### src/rtl/sa3_tile_ctrl_pkg.sv
// sa3_tile_ctrl_pkg: shared FSM encoding, geometry, address map and storage types for the tile controller
package sa3_tile_ctrl_pkg;
  localparam logic [2:0] S_IDLE = 3'd0, S_LOAD = 3'd1, S_RUN = 3'd2, S_WAIT = 3'd3, S_STORE = 3'd4, S_FIN = 3'd5;
  localparam int IMG_DIM = 6, KER_DIM = 3, RES_DIM = 4, WIN_DIM = 4;
  localparam int IMG_N = IMG_DIM * IMG_DIM, KER_N = KER_DIM * KER_DIM, RES_N = RES_DIM * RES_DIM;
  localparam logic [5:0] KERNEL_BASE = 6'd36;
  localparam logic [5:0] KERNEL_END = KERNEL_BASE + 6'(KER_N);
  typedef logic [IMG_N-1:0][7:0] img_t;
  typedef logic [KER_N-1:0][7:0] ker_t;
  typedef logic [RES_N-1:0][7:0] res_t;
  typedef logic [WIN_DIM*WIN_DIM-1:0][7:0] win_t;
  function automatic logic [5:0] tile_base(input logic [1:0] tile);
    return (tile[1] ? 6'(2 * IMG_DIM) : 6'd0) + (tile[0] ? 6'd2 : 6'd0);
  endfunction
endpackage

### src/rtl/sa3_window_mux.sv
// sa3_window_mux: selects the 4x4 image window of the current stride-2 tile
module sa3_window_mux
  import sa3_tile_ctrl_pkg::*;
(
  input  logic [1:0] tile,
  input  img_t       img,
  output win_t       win
);
  logic [5:0] base;
  assign base = tile_base(tile);
  for (genvar i = 0; i < WIN_DIM; i++) begin : g_r
    for (genvar j = 0; j < WIN_DIM; j++) begin : g_c
      assign win[i*WIN_DIM+j] = img[base + 6'(i * IMG_DIM + j)];
    end
  end
endmodule

### src/rtl/sa3_tile_ctrl.sv
// sa3_tile_ctrl: sequences four 3x3 stride-2 convolution tiles of a 6x6 image through an external array
module sa3_tile_ctrl
  import sa3_tile_ctrl_pkg::*;
#(
  parameter int SETUP_CYC  = 3,
  parameter int ACTIVE_CYC = 17,
  parameter int TIMEOUT    = 32
) (
  input  logic       clk,
  input  logic       rst,
  input  logic       start,
  output logic       busy,
  output logic       done,
  output logic       err,
  input  logic       wr_en,
  input  logic [5:0] wr_addr,
  input  logic [7:0] wr_data,
  input  logic [3:0] rd_addr,
  output logic [7:0] rd_data,
  output logic       sa_rst,
  output logic       active_sa3,
  output logic [7:0] a11, a12, a13, a14, a21, a22, a23, a24,
  output logic [7:0] a31, a32, a33, a34, a41, a42, a43, a44,
  output logic [7:0] b11, b12, b13, b21, b22, b23, b31, b32, b33,
  input  logic       done_sa3,
  input  logic [7:0] c11, c12, c21, c22
);
  logic [2:0] state_q, state_d;
  logic [1:0] tile_q, tile_d;
  logic [15:0] cnt_q, cnt_d;
  logic err_q, err_d;
  img_t img_q, img_d;
  ker_t ker_q, ker_d;
  res_t res_q, res_d;
  logic [3:0][7:0] cap_q, cap_d;
  logic [3:0] rb;
  win_t win;
  sa3_window_mux u_win (.tile(tile_q), .img(img_q), .win(win));
  assign {a44, a43, a42, a41, a34, a33, a32, a31, a24, a23, a22, a21, a14, a13, a12, a11} = win;
  assign {b33, b32, b31, b23, b22, b21, b13, b12, b11} = ker_q;
  assign busy = state_q != S_IDLE && state_q != S_FIN;
  assign done = state_q == S_FIN;
  assign err = err_q;
  assign active_sa3 = state_q == S_RUN;
  assign sa_rst = !rst || (state_q == S_LOAD && cnt_q == 16'd0);
  assign rd_data = res_q[rd_addr];
  assign rb = {tile_q[1], 1'b0, tile_q[0], 1'b0};
  always_comb begin
    state_d = state_q;
    tile_d = tile_q;
    cnt_d = cnt_q + 16'd1;
    err_d = err_q;
    img_d = img_q;
    ker_d = ker_q;
    res_d = res_q;
    cap_d = cap_q;
    if (!busy && wr_en && wr_addr < KERNEL_BASE) img_d[wr_addr] = wr_data;
    if (!busy && wr_en && wr_addr >= KERNEL_BASE && wr_addr < KERNEL_END) ker_d[4'(wr_addr - KERNEL_BASE)] = wr_data;
    case (state_q)
      S_IDLE: if (start) begin
        state_d = S_LOAD;
        tile_d = 2'd0;
        err_d = 1'b0;
        cnt_d = 16'd0;
      end
      S_LOAD: if (cnt_q == 16'(SETUP_CYC - 1)) begin
        state_d = S_RUN;
        cnt_d = 16'd0;
      end
      S_RUN: if (cnt_q == 16'(ACTIVE_CYC - 1)) begin
        state_d = S_WAIT;
        cnt_d = 16'd0;
      end
      S_WAIT: if (done_sa3) begin
        state_d = S_STORE;
        cap_d = {c22, c21, c12, c11};
      end else if (cnt_q == 16'(TIMEOUT - 1)) begin
        state_d = S_FIN;
        err_d = 1'b1;
      end
      S_STORE: begin
        res_d[rb] = cap_q[0];
        res_d[rb + 4'd1] = cap_q[1];
        res_d[rb + 4'd4] = cap_q[2];
        res_d[rb + 4'd5] = cap_q[3];
        tile_d = tile_q + 2'd1;
        cnt_d = 16'd0;
        state_d = tile_q == 2'd3 ? S_FIN : S_LOAD;
      end
      default: state_d = S_IDLE;
    endcase
  end
  always_ff @(posedge clk) begin
    if (!rst) begin
      state_q <= S_IDLE;
      tile_q <= '0;
      cnt_q <= '0;
      err_q <= 1'b0;
      img_q <= '0;
      ker_q <= '0;
      res_q <= '0;
      cap_q <= '0;
    end else begin
      state_q <= state_d;
      tile_q <= tile_d;
      cnt_q <= cnt_d;
      err_q <= err_d;
      img_q <= img_d;
      ker_q <= ker_d;
      res_q <= res_d;
      cap_q <= cap_d;
    end
  end
endmodule

### config.mk
export PLATFORM = sky130hd
export DESIGN_NAME = sa3_tile_ctrl
export DESIGN_NICKNAME = d
export VERILOG_FILES = /design/src/rtl/sa3_tile_ctrl_pkg.sv /design/src/rtl/sa3_window_mux.sv /design/src/rtl/sa3_tile_ctrl.sv
export SDC_FILE = /design/constraint.sdc
export NUM_CORES = 1
export LEC_CHECK = 0
export CORE_UTILIZATION = 51
export CTS_CLUSTER_DIAMETER = 120
export DETAILED_ROUTE_END_ITERATION = 7
export PLACE_DENSITY = 0.72
export REMOVE_ABC_BUFFERS = 1
export SLEW_MARGIN = 20
export SYNTH_ARGS = -nofsm -noshare
export SYNTH_HDL_FRONTEND = slang
export SYNTH_SLANG_ARGS = --single-unit
### constraint.sdc
create_clock -name clk -period 5.55 [get_ports clk]
set_input_delay 1.665 -clock clk [delete_from_list [all_inputs] [get_ports clk]]
set_output_delay 1.665 -clock clk [all_outputs]
set_load 0.01 [all_outputs]
==> flow_summary.toml <==
[run_status]
status = "finished, final reports clean"

[grt]
grt-ovfl-total = 0
grt_pass1_vias = 21400
grt_max_degree = 138
grt_antenna_before_repair = 1
grt_usage = 0.299
grt_pass1_wl_um = 123000

[final_layout]
nets = 2803
layout-drive-gt1-share = 0.161
finalInstanceArea_um2 = 31400
layout_commonest_cell = "dfxtp_1"
n_antenna_cell = 0
final_cell_mix = "dfxtp_1 (540), nand2_1 (531), clkdlybuf4s50_1 (265)"
fillCellCount = 4105
postLayoutCoreUtil = 0.611
area_growth_pct = 18.0

[hold_path]
hp-class = "reg2reg"
min-delay-start = "b12[5]"

[yosys]
synth_edf_count = 0
synth_compound_area_frac = 0.102
synthAdderAreaFrac = 0.00423
muxShareOfSynthArea = 0.282
synthXorXnorAreaFrac = 0.00461
async_reset_ff_frac = 0
synthSimpleGateAreaFrac = 0.155
syn_inst = 2614
ys_types = 53
synth_top_family_by_area = "multiplexers"
yosysSeqAreaShare = 0.408
avgSynthCellArea_um2 = 10.2
yosys_register_bits = 542
synthFlopType = "dfxtp_1"
synth_area_um2 = 26600
yosys_warnings = 0

[sta]
hold_viol_final = 0
setup_viol = 0
rsz0062_at_grt = "false"
fmax_mhz = 184
fin_crit_ps = 5430
drv_slew = 0
slew_headroom = 0.313
worst_slew_pin_slew_ps = 1030
fin_worst_skew_ps = 21.0
fin_crit_sh = 0.978

[critical_path]
end_kind = "primary output"
required_ps = 3880
cpMaxStageDelayCell = "clkdlybuf4s50_1"
startpoint_type = "input pin"
crit_chain = "clkdlybuf4s50_1 -> buf_12 -> mux4_2 -> mux4_2 -> clkdlybuf4s50_1"
critPathKind = "in2out"
path_max_fanout = 32
r2r-start = "state_q[2]"
arrival_ps = 3760
critPathMaxStageDelay_ps = 520
cp_top_family = "buffers and inverters"
path_buf_inv = 3
crit_start = "rd_addr[1]"

[placed_design]
io_buffers = 267
place_congestion = 0.891
post_dp_cell_area_um2 = 29500
place_hpwl_um = 50600

[floorplan]
rows = 83
core_area_um2 = 51400
dieArea_um2 = 53100
dieHeight_um = 230
pin_count = 268
start_util = 0.518
die-width_um = 230

[drt]
wl_um = 79700
antenna_left = 0
first_pass_iters = 5
avgViaCountPerCell = 6.21
num_vias = 21500
drc = 0
drt-initial-drc-count = 2003
wire_per_inst_um = 23.0

[power_and_ir_drop]
seqPwrFrac = 0.482
power-per-cell-area_nw_per_um2 = 259
p_int_mw = 6.27
p_leak_nw = 10.4
swShare = 0.229
netSwitchingPower_mw = 1.87
combPwrFrac = 0.043
ir_drop_v = 0.000291
p_clk_frac = 0.475

[cts]
clock-sinks = 542
cts_tree = "built"
htreeDepth = 2
clk_pin_slew_worst_paths_ps = 60
clockRootBuffer = "clkbuf_16"
clk_path_buf_depth = 3
numCtsBuffers = 56
post_cts_resized = 0
worstSkewPairLatency_ps = 630
cts_hold_buf = 0
cts_setup_buffers = 0

[run]
maxCapViolations = 0
[routing by layer]
layer | part of all wire | vias to the layer above | wire (um) | GRT usage
met5 | 0.00010 | - | 8 | 0
met2 | 0.48 | 1099 | 37900 | 0.489
li1 | - | 9699 | - | -
met1 | 0.38 | 10500 | 30500 | 0.373
met3 | 0.10 | 207 | 8070 | 0.0770
met4 | 0.041 | 2 | 3300 | 0.131
[metrics by stage]
stage          hold slack [ps]  setup slack (ps)  instances  setup TNS, ps  total power, mW
2_1_floorplan              440             -8670       2364       -1106120             4.15
3_3_place_gp               442               159       3361              0             4.35
3_5_place_dp               445               135       3361              0             4.36
4_1_cts                    457               117       3466              0             8.18
5_1_grt                    484              78.9       3466              0             8.37
6_report                   453               120       3466              0             8.14
[cells in the mapped netlist, types with 3 or more instances]
library cell / number / area, um2
nand3b_1: 6 / 45.0
nand3_1: 248 / 1240
nor3b_1: 3 / 22.5
buf_1: 20 / 75.1
nand2_1: 532 / 2000
xor2_1: 7 / 61.3
buf_6: 4 / 45.0
and3_1: 9 / 56.3
inv_1: 8 / 30.0
nand2_2: 12 / 75.1
o21ai_0: 237 / 1190
buf_4: 14 / 105
nor4_1: 3 / 18.8
nor2b_1: 20 / 125
mux2i_1: 157 / 1570
nor2_4: 5 / 56.3
nand4_1: 4 / 25.0
a21boi_0: 162 / 1220
buf_2: 98 / 490
a22oi_1: 5 / 37.5
a31oi_1: 4 / 25.0
a21oi_1: 16 / 80.1
dfxtp_1: 542 / 10900
clkbuf_1: 114 / 428
or3b_2: 3 / 26.3
nand2b_1: 3 / 18.8
nor3_1: 4 / 20.0
mux4_2: 264 / 5950
o221ai_1: 13 / 114
ha_1: 9 / 113
and4_1: 3 / 26.3
xnor2_1: 7 / 61.3
nor2_2: 4 / 25.0
nor2_1: 53 / 199
[power by group through the flow]
stage	logic (mW)	clock network [mW]	registers [mW]
6_report	0.347	3.87	3.93
5_1_grt	0.371	4.07	3.93
4_1_cts	0.344	3.91	3.93
3_5_place_dp	0.342	0	4.01
3_3_place_gp	0.336	0	4.01
2_1_floorplan	0.137	0	4.01
[kinds of logic (layout without fill, tap and decap cells)]
kind of cell | Yosys count | in the layout
buffers and inverters | 259 | 431
adders and majority gates | 9 | 9
xor gates and xnor gates | 14 | 14
DFF | 542 | 542
muxes | 421 | 421
and+or+nand+nor | 928 | 928
AOI/OAI and AO/OA | 441 | 441
[flip-flops by register name, summed over array words and instances (netlist names), 16 cells and up]
name and flops:
cap_q 32, cnt_q 16, img_q 288, res_q 128
[final cells by class]
cell class	count	area, um2	area share
clock buffers	80	1590	0.0506
clock inverters	25	302	0.00960
inverters	9	33.8	0.00108
multi-input cells	1813	14600	0.466
flip-flops and latches	542	10900	0.346
well taps	680	851	0.0271
repair buffers	317	3160	0.100
[final timing paths]
path	end	slack, ps	cells past startpoint
setup / recovery	rd_data[0]	120	5
hold / removal	b12[5]	450	2
setup reg to reg	img_q[75]	2350	5
hold reg to reg	b12[5]	450	2
[worst reg2reg max path, stage by stage (launching register included)]
cell and delay (ps):
dfxtp_1 450, xnor2_1 620, and4bb_2 670, nand3_1 840
nand3_1 350, o21ai_0 120
Note: power is estimated with default switching activity, not from simulation.
